[config.mk]
export PLATFORM = sky130hd
export DESIGN_NAME = mem_access_unit_flat
export DESIGN_NICKNAME = d
export VERILOG_FILES = /design/src/rtl/mem_access_unit_if.sv /design/src/rtl/mem_access_unit.sv /design/src/flat_wrapper.sv
export SDC_FILE = /design/constraint.sdc
export NUM_CORES = 1
export LEC_CHECK = 0
export ABC_AREA = 1
export CAP_MARGIN = 25
export CORE_ASPECT_RATIO = 0.7
export CORE_MARGIN = 1.5
export CORE_UTILIZATION = 40
export CTS_CLUSTER_SIZE = 28
export DETAILED_ROUTE_END_ITERATION = 12
export PLACE_DENSITY = 0.83
export REMOVE_ABC_BUFFERS = 1
export SLEW_MARGIN = 20
export SYNTH_ARGS = -nofsm -noshare
export SYNTH_HDL_FRONTEND = slang
export SYNTH_SLANG_ARGS = --single-unit
[constraint.sdc]
create_clock -name clk -period 1.85 [get_ports clk]
set_input_delay 0.37 -clock clk [delete_from_list [all_inputs] [get_ports clk]]
set_output_delay 0.37 -clock clk [all_outputs]
set_load 0.02 [all_outputs]
[src/rtl/mem_access_unit_if.sv]
// Data-memory request/response bus between the MEM-stage access unit and the memory.
// Request fields are held stable while mem_req_valid waits for mem_req_ready.
interface mem_access_unit_if;
  logic        mem_req_valid;
  logic        mem_req_ready;
  logic        mem_we;
  logic [31:0] mem_addr;
  logic [31:0] mem_wdata;
  logic [3:0]  mem_wstrb;
  logic        mem_rvalid;
  logic [31:0] mem_rdata;

  modport master (
    output mem_req_valid, mem_we, mem_addr, mem_wdata, mem_wstrb,
    input  mem_req_ready, mem_rvalid, mem_rdata
  );

  modport slave (
    input  mem_req_valid, mem_we, mem_addr, mem_wdata, mem_wstrb,
    output mem_req_ready, mem_rvalid, mem_rdata
  );
endinterface

[src/rtl/mem_access_unit.sv]
// MEM-stage data-memory access controller: store lane formatting, alignment check,
// valid/ready request plus read response, pipeline stall and optional timeout abort.
module mem_access_unit #(
  parameter int TIMEOUT_CYCLES = 0
) (
  input  logic        clk,
  input  logic        reset_n,
  input  logic        MemReadM,
  input  logic        MemWriteM,
  input  logic [2:0]  funct3M,
  input  logic [31:0] ALUResultM,
  input  logic [31:0] WriteDataM,
  input  logic        HoldM,
  output logic        StallM,
  output logic [31:0] RD_data,
  output logic [1:0]  byteAddrM,
  output logic        misalignedM,
  output logic        bus_errM,
  mem_access_unit_if.master mem
);

  localparam logic [1:0] S_IDLE   = 2'd0;
  localparam logic [1:0] S_REQ    = 2'd1;
  localparam logic [1:0] S_WAIT_R = 2'd2;
  localparam logic [1:0] S_DONE   = 2'd3;

  localparam logic [31:0] TO_LAST = (TIMEOUT_CYCLES > 0) ? 32'(TIMEOUT_CYCLES - 1) : 32'd0;

  logic [1:0]  state_reg, state_next;
  logic [31:0] to_cnt_reg;
  logic        we_reg;
  logic [31:0] addr_reg, wdata_reg, rd_data_reg;
  logic [3:0]  wstrb_reg;
  logic [1:0]  byte_addr_reg;
  logic        bus_err_reg;

  logic        access, start, busy;
  logic        both_bad, load_bad, store_bad, half_mis, word_mis;
  logic [31:0] wdata_fmt;
  logic [3:0]  wstrb_fmt;
  logic        timeout_hit, timeout_abort;

  assign access = MemReadM | MemWriteM;

  always_comb begin
    both_bad    = MemReadM & MemWriteM;
    load_bad    = MemReadM & !(funct3M inside {3'b000, 3'b001, 3'b010, 3'b100, 3'b101});
    store_bad   = MemWriteM & !(funct3M inside {3'b000, 3'b001, 3'b010});
    half_mis    = (funct3M[1:0] == 2'b01) & ALUResultM[0];
    word_mis    = (funct3M[1:0] == 2'b10) & (ALUResultM[1:0] != 2'b00);
    misalignedM = access & (both_bad | load_bad | store_bad | half_mis | word_mis);
  end

  // reset_n gates the launch so StallM drops the moment reset is asserted
  assign start = (state_reg == S_IDLE) & access & ~misalignedM & reset_n;
  assign busy  = (state_reg == S_REQ) | (state_reg == S_WAIT_R);
  assign StallM = start | busy;

  always_comb begin
    wdata_fmt = WriteDataM;
    wstrb_fmt = 4'b1111;
    case (funct3M[1:0])
      2'b00: begin
        wdata_fmt = {4{WriteDataM[7:0]}};
        wstrb_fmt = 4'b0001 << ALUResultM[1:0];
      end
      2'b01: begin
        wdata_fmt = {2{WriteDataM[15:0]}};
        wstrb_fmt = ALUResultM[1] ? 4'b1100 : 4'b0011;
      end
      default: ;
    endcase
    if (!MemWriteM) wstrb_fmt = 4'b0000;
  end

  assign timeout_hit   = (TIMEOUT_CYCLES != 0) && busy && (to_cnt_reg == TO_LAST);
  // a handshake landing in the timeout cycle takes priority over the abort
  assign timeout_abort = timeout_hit &
                         (((state_reg == S_REQ) & ~mem.mem_req_ready) |
                          ((state_reg == S_WAIT_R) & ~mem.mem_rvalid));

  always_comb begin
    state_next = state_reg;
    case (state_reg)
      S_IDLE:   if (start) state_next = S_REQ;
      S_REQ: begin
        if (mem.mem_req_ready) state_next = we_reg ? S_DONE : S_WAIT_R;
        else if (timeout_hit)  state_next = S_DONE;
      end
      S_WAIT_R: if (mem.mem_rvalid || timeout_hit) state_next = S_DONE;
      S_DONE:   if (!HoldM) state_next = S_IDLE;
      default:  state_next = S_IDLE;
    endcase
  end

  always_ff @(posedge clk or negedge reset_n) begin
    if (!reset_n) begin
      state_reg     <= S_IDLE;
      to_cnt_reg    <= 32'd0;
      we_reg        <= 1'b0;
      addr_reg      <= 32'd0;
      wdata_reg     <= 32'd0;
      wstrb_reg     <= 4'b0000;
      byte_addr_reg <= 2'b00;
      rd_data_reg   <= 32'd0;
      bus_err_reg   <= 1'b0;
    end else begin
      state_reg   <= state_next;
      bus_err_reg <= timeout_abort;
      if (state_next == S_IDLE) to_cnt_reg <= 32'd0;
      else if (busy)            to_cnt_reg <= to_cnt_reg + 32'd1;
      if (start) begin
        we_reg        <= MemWriteM;
        addr_reg      <= {ALUResultM[31:2], 2'b00};
        wdata_reg     <= wdata_fmt;
        wstrb_reg     <= wstrb_fmt;
        byte_addr_reg <= ALUResultM[1:0];
      end
      if ((state_reg == S_WAIT_R) && mem.mem_rvalid) rd_data_reg <= mem.mem_rdata;
      else if (timeout_abort)                        rd_data_reg <= 32'd0;
    end
  end

  assign mem.mem_req_valid = (state_reg == S_REQ);
  assign mem.mem_we        = we_reg;
  assign mem.mem_addr      = addr_reg;
  assign mem.mem_wdata     = wdata_reg;
  assign mem.mem_wstrb     = wstrb_reg;
  assign RD_data           = rd_data_reg;
  assign byteAddrM         = byte_addr_reg;
  assign bus_errM          = bus_err_reg;

endmodule

[src/flat_wrapper.sv]
// flat-port wrapper written by rule: the top's interface ports become plain ports
module mem_access_unit_flat 
#(
  parameter int TIMEOUT_CYCLES = 0
)
  (clk, reset_n, MemReadM, MemWriteM, funct3M, ALUResultM, WriteDataM, HoldM, StallM, RD_data, byteAddrM, misalignedM, bus_errM, mem_mem_req_valid, mem_mem_we, mem_mem_addr, mem_mem_wdata, mem_mem_wstrb, mem_mem_req_ready, mem_mem_rvalid, mem_mem_rdata);
  mem_access_unit_if mem_i ();
  input  logic clk;
  input  logic reset_n;
  input  logic MemReadM;
  input  logic MemWriteM;
  input  logic [2:0] funct3M;
  input  logic [31:0] ALUResultM;
  input  logic [31:0] WriteDataM;
  input  logic HoldM;
  output logic StallM;
  output logic [31:0] RD_data;
  output logic [1:0] byteAddrM;
  output logic misalignedM;
  output logic bus_errM;
  output wire logic [$bits(mem_i.mem_req_valid)-1:0] mem_mem_req_valid;
  output wire logic [$bits(mem_i.mem_we)-1:0] mem_mem_we;
  output wire logic [$bits(mem_i.mem_addr)-1:0] mem_mem_addr;
  output wire logic [$bits(mem_i.mem_wdata)-1:0] mem_mem_wdata;
  output wire logic [$bits(mem_i.mem_wstrb)-1:0] mem_mem_wstrb;
  input wire logic [$bits(mem_i.mem_req_ready)-1:0] mem_mem_req_ready;
  input wire logic [$bits(mem_i.mem_rvalid)-1:0] mem_mem_rvalid;
  input wire logic [$bits(mem_i.mem_rdata)-1:0] mem_mem_rdata;
  assign mem_mem_req_valid = mem_i.mem_req_valid;
  assign mem_mem_we = mem_i.mem_we;
  assign mem_mem_addr = mem_i.mem_addr;
  assign mem_mem_wdata = mem_i.mem_wdata;
  assign mem_mem_wstrb = mem_i.mem_wstrb;
  assign mem_i.mem_req_ready = mem_mem_req_ready;
  assign mem_i.mem_rvalid = mem_mem_rvalid;
  assign mem_i.mem_rdata = mem_mem_rdata;
  mem_access_unit #(.TIMEOUT_CYCLES(TIMEOUT_CYCLES)) u_core (.clk(clk), .reset_n(reset_n), .MemReadM(MemReadM), .MemWriteM(MemWriteM), .funct3M(funct3M), .ALUResultM(ALUResultM), .WriteDataM(WriteDataM), .HoldM(HoldM), .StallM(StallM), .RD_data(RD_data), .byteAddrM(byteAddrM), .misalignedM(misalignedM), .bus_errM(bus_errM), .mem(mem_i));
endmodule
==> summary.md, run 1 <==
| Metric | Value |
|---|---|
| Status | `finished, violations left` |
| Failing checks | `negative setup slack` |
| Hpwl dp | `9266 um` |
| CTS tree | `yes` |
| Number of placed cells counting well taps | `800` |
| PnR worst setup slack | `-0.06319 ns` |
| Vias | `3915` |
| # IOs | `213` |
| Pwr dens | `1702 nW/um^2` |
| Die width | `128.3 um` |
| Clock power share | `0.183` |
| All-layer global routing usage | `0.2217` |
| Die area | `11640 um^2` |
| Clk buf depth | `2` |
| ANT cells | `0` |
| Residual DRC | `0` |
| WL per Instance | `15.49 um` |
| Largest net degree at the start of global routing | `104` |
| # hold bufs at CTS | `0` |
| H-tree Lvls | `3` |
| TritonCTS Buffers | `9` |
| Maximum clock rate | `0.5227 GHz` |
| Starting Density | `0.4183` |
| MaxCap Viol Count | `0` |
| WL final | `12690 um` |
| Initial antenna violation count | `0` |
| Crit path kind | `in -> out` |
| Vias in the first global route | `4004` |
| GPL Wtd Cong | `0.8402` |
| Sequential-to-total area share from yosys stat | `0.5862` |
| Port Buffers | `209` |
| Synth Register Bits | `103` |
| Slew @ Worst Pin | `0.7001 ns` |
| Area delta synth->final | `61.04%` |
| Clock root cell | `clkbuf_16` |
| Yosys warns | `0` |
| Synth cell types | `24` |
| Share of cells above drive strength 1 | `0.1371` |
| Post-Syn Instances | `447` |
| Crit. End Element | `output pin` |
| # rows | `31` |
| 1st-pass router iterations | `4` |
| Final nets | `777` |
| Sequential cell fraction of total power | `0.330` |
| Reg clk slew, reported paths | `0.07 ns` |
| Drt initial violations | `197` |
| Post-route ant nets | `0` |
| CTS Sinks | `103` |
| Max Slew Vio Count | `0` |
| Comb pwr share | `0.487` |
| Remaining global-route overflow | `0` |
| NetSw | `4.405 mW` |
| Hold crit path type | `in -> async` |
| CP Data Required Time | `1.48 ns` |
| Arrival time at the worst endpoint | `1.54 ns` |
| Maximum vdd drop | `888.0 uV` |
| Die height | `90.72 um` |
| Switch share | `0.3655` |
| Final Non-Filler Cells | `819` |
| Total power | `12.05 mW` |
| Synth Cell Area | `4397 um^2` |
| Worst-Skew Late Latency | `0.34 ns` |
| RSZ-0062 raised after global routing | `yes` |
| Leakage power | `3.306 nW` |
| Critical Path Source Type | `input port` |
| # setup viols final | `1` |
| Relative slew margins | `0.5332` |
| Final Hold Violating Endpoints | `0` |
| First-pass GRT wire length | `19960 um` |
| Syn Area/Cell | `9.836 um^2` |
| Drt via density | `4.780` |
| Clock Skew | `0.005161 ns` |
| Fin crit period | `1.913 ns` |
| Pint | `7.647 mW` |
| CORE AREA | `10510 um^2` |
| CP Max Fanout | `6` |
| Period utilisation layout | `1.034` |
## per-layer routing
metal / vias up / wire, um / global-route usage
met4: 0 / 141 / 0.06554
met3: 16 / 1043 / 0.07405
met1: 1860 / 5509 / 0.2750
li1: 1869 / - / -
met5: - / 0 / 0
met2: 170 / 5995 / 0.3678
## cells by family after synthesis
family                     share of synthesized area
DFF                                           0.5862
and+or+nand+nor                               0.1804
buffers and inverters                        0.05606
other                                      0.0008529
adders and majority gates                    0.01423
AOI/OAI and AO/OA                            0.07342
muxes                                        0.08879
## layout make-up
type / instances / area [um^2]
clock buffers: 9 / 225.2
clock inverters: 7 / 123.9
fillers: 793 / 3431
inverters: 15 / 56.30
multi-input cells: 305 / 1620
flip-flops and latches: 103 / 2577
well taps: 148 / 185.2
repair buffers: 232 / 2292
## worst max-delay path, cell delays in order
cell	delay, ns
clkdlybuf4s15_1	0.31
inv_2	0.11
nand3_1	0.09
nand2_2	0.10
inv_2	0.05
nand4_4	0.09
inv_2	0.04
or2_1	0.24
buf_6	0.14
## cell usage after synthesis (all sizes together)
cell type / n / share of area
dfrtp: 103 / 0.59
ha: 5 / 0.014
nand4: 1 / 0.0048
inv: 15 / 0.013
mux2: 32 / 0.082
nand3: 12 / 0.014
o21ai: 36 / 0.044
or2: 1 / 0.0014
nand2: 175 / 0.15
mux2i: 3 / 0.0068
clkbuf: 4 / 0.0037
buf: 22 / 0.040
conb: 1 / 0.00085
nor2: 11 / 0.011
o22ai: 1 / 0.0014
a21oi: 25 / 0.028
## through the flow
step	hold WS (ns)	setup TNS [ns]	utilization	area (um^2)	setup WS, ns
after floorplan	0.07441	-39.15	-	4214	-1.129
after global placement	0.4635	-40.58	0.6340	6664	-0.6650
after detailed placement	0.4647	-48.42	0.6340	6664	-0.7877
after CTS	0.1666	-0.1468	0.6683	7024	-0.1441
after global routing	0.2161	-0.4054	0.6736	7081	-0.1158
final	0.1739	-0.06319	0.6736	7081	-0.06319
## path summary, 6_finish.rpt
| path | from | end | slack (ns) | cells past startpoint |
|---|---|---|---|---|
| setup reg to reg | u_core.state_reg[0] | u_core.state_reg[0] | 0.10 | 10 |
| min in group clk | u_core.mem.mem_addr[29] | u_core.mem.mem_addr[29] | 0.48 | 2 |
| hold / removal | reset_n | u_core.RD_data[9] | 0.17 | 2 |
| setup / recovery | funct3M[1] | StallM | -0.06 | 9 |
| max in group asynchronous | reset_n | u_core.mem.mem_wdata[27] | 0.51 | 3 |
| hold reg to reg | u_core.mem.mem_addr[29] | u_core.mem.mem_addr[29] | 0.48 | 2 |
## power groups by stage
stage	Sequential (mW)	Clock (mW)	Combinational [mW]
2_1_floorplan	5.27	0	1.37
3_3_place_gp	3.94	0	5.66
3_5_place_dp	4.00	0	5.80
4_1_cts	3.99	2.25	5.84
5_1_grt	4.12	2.36	6.25
6_report	3.98	2.21	5.86
## cell usage in the layout, fill, tap and decap left out
cell	synthesis	final
clkdlybuf4s15_1	0	2
inv_6	0	3
bufinv_16	0	3
ha_1	5	4
or2_1	1	1
o21ai_0	26	26
a21oi_1	25	25
nand2_1	174	171
mux2i_1	3	3
dlygate4sd2_1	0	4
nand2_2	1	3
clkbuf_16	0	9
mux2_2	32	32
buf_4	3	22
nand4_4	1	1
o21ai_1	7	7
nand2_4	0	1
nand3_1	12	12
dlymetal6s2s_1	0	2
clkinvlp_4	0	1
o22ai_1	1	1
buf_12	0	2
buf_6	9	1
clkdlybuf4s50_1	0	198
nor2_4	0	2
nor2_1	9	7
conb_1	1	3
dfrtp_1	103	103
inv_1	12	10
ha_4	0	1
o21ai_2	3	3
nor2_2	2	2
inv_2	3	5
clkbuf_8	0	1
## repair_timing
item                       CTS  global route
cloned                       0             0
resized for setup           24            11
pin swaps                    2             5
setup buffers                0             3
setup endpoints to repair   74            71
(Power assumes the default switching activity.)
==> run 2, diff against run 1 <==
Settings changed: CTS_BUF_LIST set to sky130_fd_sc_hd__clkbuf_16, PLACE_DENSITY 0.83 to unset, PLACE_DENSITY_LB_ADDON set to 0.2.
==> summary.md, run 2 (synthesized netlist as in run 1, its figures left out) <==
| Metric | Value |
|---|---|
| Leakage power | `3.242 nW` |
| NetSw | `4.316 mW` |
| ANT cells | `0` |
| Die width | `128.3 um` |
| Layout fillers | `854` |
| Relative slew margins | `0.4937` |
| Post-layout util | `0.6608` |
| First-pass GRT wire length | `19650 um` |
| Clock root cell | `clkbuf_16` |
| # IOs | `213` |
| Starting Density | `0.4183` |
| WL per Instance | `15.45 um` |
| Vias | `3869` |
| CORE AREA | `10510 um^2` |
| Hold crit path type | `in -> async` |
| Most common cell after layout, fill and taps aside | `clkdlybuf4s50_1` |
| Port Buffers | `209` |
| Reg clk slew, reported paths | `0.07 ns` |
| CP Data Required Time | `1.48 ns` |
| Maximum clock rate | `0.5345 GHz` |
| Drt initial violations | `190` |
| Final nets | `772` |
| Dpl cell area | `6649 um^2` |
| GPL Wtd Cong | `0.8432` |
| Largest net degree at the start of global routing | `104` |
| Maximum vdd drop | `826.6 uV` |
| # rows | `31` |
| Period utilisation layout | `1.011` |
| Clock Skew | `0.004055 ns` |
| Sequential cell fraction of total power | `0.345` |
| Residual DRC | `0` |
| All-layer global routing usage | `0.2183` |
| Die area | `11640 um^2` |
| Clock power share | `0.150` |
| Final Non-Filler Cells | `814` |
| Max Slew Vio Count | `0` |
| Commonest non-fill, non-tap cells in the layout | `clkdlybuf4s50_1, nand2_1, dfrtp_1` |
| Slew @ Worst Pin | `0.7594 ns` |
| Status | `finished, violations left` |
| PnR worst setup slack | `-0.02081 ns` |
| Arrival time at the worst endpoint | `1.50 ns` |
| Remaining global-route overflow | `0` |
| CP Max Fanout | `2` |
| TritonCTS Buffers | `9` |
| Initial antenna violation count | `0` |
| Hpwl dp | `9349 um` |
| WL final | `12580 um` |
| Crit. End Element | `output pin` |
| Worst-Skew Late Latency | `0.34 ns` |
| Critical Path Source Type | `flop` |
| CTS Sinks | `103` |
| Fin crit period | `1.871 ns` |
| Switch share | `0.3757` |
| MaxCap Viol Count | `0` |
| Die height | `90.72 um` |
| Share of cells above drive strength 1 | `0.1306` |
| Pwr dens | `1654 nW/um^2` |
| Final Hold Violating Endpoints | `0` |
| RSZ-0062 raised after global routing | `yes` |
| H-tree Lvls | `3` |
| Vias in the first global route | `3896` |
| Pint | `7.172 mW` |
| Failing checks | `negative setup slack` |
| 1st-pass router iterations | `4` |
| Number of placed cells counting well taps | `798` |
| Comb pwr share | `0.505` |
| # setup viols final | `1` |
| WHS | `0.1408 ns` |
| Drt via density | `4.753` |
| Clk buf depth | `2` |
| Post-route ant nets | `0` |
| Postcts setup bufs | `0` |
| Crit path kind | `reg -> out` |
| CTS tree | `yes` |
| Cell area after layout | `6945 um^2` |
| Area delta synth->final | `57.97%` |
-- run 2: cell count changes in the layout (fill, tap and decap cells not counted), moves of 2 or more --
cell,previous run,this run
clkinv_1,0,2
clkbuf_2,0,2
clkinv_2,0,3
inv_6,3,1
bufinv_16,3,0
buf_4,22,17
-- run 2: metal layers --
layer  vias up  global-route usage  routed length [um]
li1       1861                   -                   -
met1      1841              0.2790                5405
met2       151              0.3481                5836
met3        16             0.08590                1170
met4         0             0.05337                 165
met5         -                   0                   0
-- run 2: worst paths after layout --
kind	end	slack [ns]	startpoint	cells after the start
setup / recovery	StallM	-0.02	u_core.state_reg[0]	8
hold / removal	u_core.byteAddrM[0]	0.14	reset_n	2
setup reg to reg	u_core.state_reg[0]	0.13	u_core.state_reg[1]	10
hold reg to reg	u_core.mem.mem_addr[24]	0.48	u_core.mem.mem_addr[24]	2
max in group asynchronous	u_core.RD_data[30]	0.53	reset_n	3
min in group clk	u_core.byteAddrM[1]	0.48	ALUResultM[1]	4
-- run 2: repair_timing --
item | 4_1_cts | 5_1_grt
gates cloned | 0 | 0
gates resized for setup | 21 | 16
hold buffers | 0 | 0
endpoints found under the setup margin | 74 | 73
pin swaps | 2 | 6
hold endpoints to repair | 0 | 0
-- run 2: critical path, stage by stage, from the launching register on --
cell and delay (ns):
dfrtp_1 0.36, inv_2 0.06, ha_4 0.17, nand2_4 0.06, nor2_4 0.04, nand4_4 0.07, inv_2 0.04, or2_1 0.23
buf_6 0.13
-- run 2: power groups by stage --
stage / sequential (mW) / combinational, mW / clock [mW]
after floorplan: 5.27 / 1.37 / 0
after global placement: 3.91 / 5.70 / 0
after detailed placement: 3.97 / 5.80 / 0
after CTS: 3.97 / 5.79 / 1.77
after global routing: 4.08 / 6.21 / 1.87
final: 3.96 / 5.80 / 1.72
-- run 2: cell type report --
| type | count | area, um^2 | area share |
|---|---|---|---|
| flip-flops and latches | 103 | 2577 | 0.3711 |
| inverters | 15 | 56.30 | 0.008107 |
| clock inverters | 7 | 38.79 | 0.005585 |
| clock buffers | 9 | 225.2 | 0.03243 |
| multi-input cells | 305 | 1617 | 0.2328 |
| well taps | 148 | 185.2 | 0.02666 |
| repair buffers | 227 | 2246 | 0.3234 |
-- run 2: through the flow --
stage / total power [mW] / worst slack (ns) / TNS (ns)
2_1_floorplan: 6.634 / -1.129 / -39.15
3_3_place_gp: 9.617 / -0.6586 / -40.58
3_5_place_dp: 9.776 / -0.7545 / -47.20
4_1_cts: 11.53 / -0.1608 / -0.1900
5_1_grt: 12.16 / -0.1173 / -0.2719
6_report: 11.49 / -0.02081 / -0.02081
==> run 3, diff against run 2 <==
Settings changed: CORE_ASPECT_RATIO 0.7 to unset.
==> summary.md, run 3 (synthesized netlist as in run 1, its figures left out) <==
| Metric | Value |
|---|---|
| Vias | `3816` |
| Die height | `107.8 um` |
| Final nets | `776` |
| Final Hold Violating Endpoints | `0` |
| Leakage power | `3.276 nW` |
| H-tree Lvls | `3` |
| Die width | `107.8 um` |
| Max Slew Vio Count | `0` |
| Residual DRC | `0` |
| Starting Density | `0.4074` |
| Dpl cell area | `6641 um^2` |
| Reg clk slew, reported paths | `0.07 ns` |
| FF-to-FF End | `u_core.state_reg[1]` |
| Fin crit period | `1.914 ns` |
| Comb pwr share | `0.503` |
| Hold crit path type | `in -> async` |
| NetSw | `4.302 mW` |
| Vias in the first global route | `3722` |
| Maximum vdd drop | `861.3 uV` |
| ANT cells | `0` |
| WHS | `0.2209 ns` |
| PnR worst setup slack | `-0.06450 ns` |
| CP max-delay cell | `clkdlybuf4s50_1` |
| WL final | `11620 um` |
| MaxCap Viol Count | `0` |
| Hpwl dp | `8592 um` |
| Pwr dens | `1649 nW/um^2` |
| CTS Sinks | `103` |
| RR Startpoint | `u_core.state_reg[1]` |
| CP delay by family, top | `buffers and inverters` |
| Post-route ant nets | `0` |
| Initial antenna violation count | `0` |
| Area delta synth->final | `58.88%` |
| Remaining global-route overflow | `0` |
| All-layer global routing usage | `0.2016` |
| RSZ-0062 raised after global routing | `yes` |
| Reg2reg setup slack | `0.12 ns` |
| Largest net degree at the start of global routing | `104` |
| # rows | `38` |
| TritonCTS Buffers | `9` |
| Arrival time at the worst endpoint | `1.54 ns` |
| Drt initial violations | `143` |
| Failing checks | `negative setup slack` |
| WL per Instance | `14.34 um` |
| Slew @ Worst Pin | `0.7654 ns` |
| Sequential cell fraction of total power | `0.343` |
| Crit path kind | `in -> out` |
| Pint | `7.218 mW` |
| Port Buffers | `209` |
| # IOs | `213` |
| Clock Skew | `0.006548 ns` |
| Status | `finished, violations left` |
| GPL Wtd Cong | `0.8123` |
| Maximum clock rate | `0.5223 GHz` |
| Commonest non-fill, non-tap cells in the layout | `clkdlybuf4s50_1, nand2_1, dfrtp_1` |
| Worst-Skew Late Latency | `0.34 ns` |
| CTS tree | `yes` |
| CORE AREA | `10790 um^2` |
| R2R depth | `10` |
| Critical Path Source Type | `input port` |
| Clock power share | `0.155` |
| Critical path, cell by cell | `clkdlybuf4s50_1 -> nor2_2 -> nor2_4 -> nand4_4 -> inv_2 -> or2_1 -> buf_6` |
| Crit. End Element | `output pin` |
| Period utilisation layout | `1.035` |
| CP Max Fanout | `2` |
| Clock root cell | `clkbuf_16` |
| Die area | `11630 um^2` |
| WP buf/inv | `3` |
| Cell area after layout | `6985 um^2` |
| Slowest stage delay, CP | `0.46 ns` |
| CP Data Required Time | `1.48 ns` |
| 1st-pass router iterations | `4` |
| Switch share | `0.3734` |
| # hold bufs at CTS | `0` |
| Drt via density | `4.711` |
| Share of cells above drive strength 1 | `0.1418` |
| Relative slew margins | `0.4897` |
| Most common cell after layout, fill and taps aside | `clkdlybuf4s50_1` |
| First-pass GRT wire length | `17990 um` |
| Clk buf depth | `2` |
| # setup viols final | `1` |
[run 3: changes by cell type in the layout (fill, tap and decap cells not counted), moves of 2 or more]
cell and change:
dlymetal6s2s_1 +2, inv_8 +2, buf_4 +5, nand2_1 -2, clkinv_1 -2, nand2_2 +2
[run 3: area by class of cell]
cell class | count | area, um^2
fill | 915 | 3807
tap | 140 | 175.2
multi-input combinational | 305 | 1620
clock inverter | 7 | 56.30
timing repair buffer | 231 | 2275
clock buffer | 9 | 225.2
inverter | 15 | 56.30
sequential | 103 | 2577
[run 3: what timing repair did]
action / in CTS / in global routing
resized for setup: 20 / 16
endpoints found under the setup margin: 74 / 36
setup buffers: 0 / 2
pin swaps: 2 / 4
[run 3: worst max-delay path by stage]
stage	slack (ns)	start	depth (start not counted)	end
final	-0.06	MemReadM	7	StallM
after detailed placement	-0.69	funct3M[1]	9	u_core.state_reg[1]
after global routing	-0.12	u_core.state_reg[1]	8	StallM
after CTS	-0.15	u_core.state_reg[0]	8	StallM
after floorplan	-1.13	u_core.state_reg[0]	7	StallM
after global placement	-0.64	funct3M[1]	8	StallM
[run 3: layer usage]
metal,part of all wire,vias to the layer above,track usage
met5,0,-,0
li1,-,1871,-
met4,0.016,0,0.09211
met1,0.41,1788,0.2424
met3,0.079,12,0.04479
met2,0.50,145,0.3444
[run 3: worst reg2reg max path, delay by kind of cell (launching register included)]
family	cells	cell delay, ns
buffers and inverters	2	0.44
adders and majority gates	1	0.15
and+or+nand+nor	7	0.63
DFF	1	0.39
[run 3: power groups by stage]
stage	combinational, mW	clock [mW]	sequential [mW]
after global routing	6.19	1.92	4.08
after detailed placement	5.77	0	3.98
after floorplan	1.37	0	5.27
after global placement	5.67	0	3.93
final	5.79	1.78	3.95
after CTS	5.79	1.83	3.96
[run 3: stage by stage]
step	utilization	cells	power, mW	worst slack, ns	TNS (ns)
after floorplan	-	423	6.634	-1.129	-39.15
after global placement	0.6153	792	9.605	-0.6389	-38.81
after detailed placement	0.6153	792	9.747	-0.6881	-42.11
after CTS	0.6420	808	11.58	-0.1526	-0.1526
after global routing	0.6472	810	12.19	-0.1217	-0.2549
final	0.6472	810	11.52	-0.06450	-0.06450
==> variant, RTL diff (settings of run 3) <==
The output `bus_errM` loses its register stage (`bus_err_reg` becomes a continuous assignment).
--- a/src/rtl/mem_access_unit.sv
+++ b/src/rtl/mem_access_unit.sv
@@ -103,10 +103,8 @@
       wstrb_reg     <= 4'b0000;
       byte_addr_reg <= 2'b00;
       rd_data_reg   <= 32'd0;
-      bus_err_reg   <= 1'b0;
     end else begin
       state_reg   <= state_next;
-      bus_err_reg <= timeout_abort;
       if (state_next == S_IDLE) to_cnt_reg <= 32'd0;
       else if (busy)            to_cnt_reg <= to_cnt_reg + 32'd1;
       if (start) begin
@@ -121,6 +119,8 @@
     end
   end
 
+  assign bus_err_reg = timeout_abort;
+
   assign mem.mem_req_valid = (state_reg == S_REQ);
   assign mem.mem_we        = we_reg;
   assign mem.mem_addr      = addr_reg;
Check against the original RTL: equivalent (Yosys induction, for registers that start in step).
==> variant against run 3 <==
- the run still ends with setup timing left
- routed wire length increased by 1.5%
- setup slack improved by 0.019 ns
- total power increased by 1.6%
- sequential power about the same
- sequential share of layout area decreased by 0.26 points
- cell count increased by 0.49%
- final area increased by 0.70%
- sequential cell count unchanged
- die area decreased by 0.25%
- synthesized area decreased by 0.26%
- count of clock-buffer cells in the layout unchanged
- largest cell class unchanged
==> variant: results (changes against run 3) <==
status=finished with violations; failing checks=setup timing; met2 WL=5740 um (-0.92%); largest net degree at the start of global routing=64 (-38%); clk buf depth=2 (unchanged); Synth warnings=0 (unchanged); sequential cell area fraction in the yosys report=58.8% (+0.15 points); H-tree levels=3 (unchanged); Max VDD drop=756 uV (-12%); first-pass GRT wire length=18700 um (+3.9%); Synth top cells by count=nand2_1, dfrtp_1, mux2_2, a21oi_1, o21ai_0; fin cells=814 (+0.49%); setup ws final=-0.0450 ns (+0.0195 ns); Layout fillers=917 (+0.22%); total CTS buffers=9 (unchanged); first-pass iteration count of the detailed router=5 (+1); Cell Area, Placed=0.00665 mm^2 (+0.13%); GR Util met1=25.8% (+1.6 points); port buffer count=209 (unchanged); GRT Overall Usage=20.7% (+0.52 points); global routing usage on met2=35.5% (+1.0 points); fraction of layout cells with a size suffix above 1=14.4% (+0.23 points); insertion delay to the later sink of the worst-skew pair=0.34 ns (about the same); Worst Max-Slew Pin Slew=0.704 ns (-0.0617 ns); initial DRC count=192 (+34%); final setup fails=1 (unchanged); Sum Neg Setup Slack=-0.0450 ns (+0.0195 ns); nets=779 (+0.39%); Max FO, Critical Path=2 (unchanged); fin area=0.00703 mm^2 (+0.70%); clock slew at reported path FFs=0.07 ns (about the same); Placed Cells=794 (+0.25%); Netlist cell types=22 (-8.3%); Critical Path AT=1.52 ns (-0.02 ns); Post-DP HPWL=8800 um (+2.4%); routed wire length=11800 um (+1.5%); hold crit path type=input port to asynchronous set/reset pin; wire length on met3=780 um (-15%); clock skew=0.00959 ns (+0.00304 ns); synthesized area per cell=9.79 um^2 (-0.48%); Root Buffer=clkbuf_16; M1 WL=4970 um (+5.3%); Post-Place Worst Slack=-0.659 ns (+0.0295 ns); Vias=3872 (+1.5%); leakage power=3.30 nW (+0.61%); ys async rst share=100% (unchanged); RePlAce Congestion=0.855 (+5.2%); M3 GR Usage=3.87% (-0.61 points); initial antenna violation count=1 (+1); highest routed layer=met4; top post-synthesis cells by area=dfrtp_1, nand2_1, mux2_2, a21oi_1, o21ai_0
## variant: critical path, stage by stage, from the launching register on
cell	delay, ns
dfrtp_1	0.37
inv_2	0.06
ha_4	0.17
nand2_4	0.06
nor2_4	0.04
nand4_4	0.07
inv_2	0.04
or2_4	0.25
buf_6	0.13
## variant: final timing paths
kind                                              start                  endpoint  cells past startpoint  slack (ns)
worst max-delay path                u_core.state_reg[1]                    StallM                      8       -0.04
worst min-delay path                            reset_n  u_core.mem.mem_wdata[20]                      2        0.16
worst max register to register      u_core.state_reg[1]  u_core.mem.mem_wdata[18]                      8        0.09
worst min register to register  u_core.mem.mem_wstrb[0]   u_core.mem.mem_wstrb[0]                      2        0.48
max in group asynchronous                       reset_n  u_core.mem.mem_wdata[11]                      3        0.54
min in group clk                          ALUResultM[1]       u_core.byteAddrM[1]                      4        0.48
## variant: logic make-up (layout without fill, tap and decap cells)
family	Yosys count	count (layout)	synth area share, %
simple gates	199	199	17.9
flops	103	103	58.8
compound gates	64	64	7.67
buf+inv	42	265	5.42
mux	34	34	8.67
fa+ha+maj	5	5	1.43
other cells	1	4	0.0855
## variant: repair_timing
action,CTS,global route
resized for setup,16,21
setup endpoints to repair,27,32
buffers inserted,0,3
pin swaps,3,6
## variant: final cells by class
type	count	area share (%)
inverters	16	0.854
multi-input cells	305	23.0
repair buffers	233	32.5
clock inverters	7	1.30
well taps	140	2.49
flip-flops and latches	103	36.6
clock buffers	9	3.20
diodes	1	0.0356
## variant: power breakdown
part,switching (mW),leakage [nW],internal [mW],total [mW]
Clock,0.875,0.151,1.08,1.95
Sequential,0.590,1.27,3.35,3.94
Combinational,2.87,1.87,2.94,5.81
Total,4.33,3.30,7.37,11.7
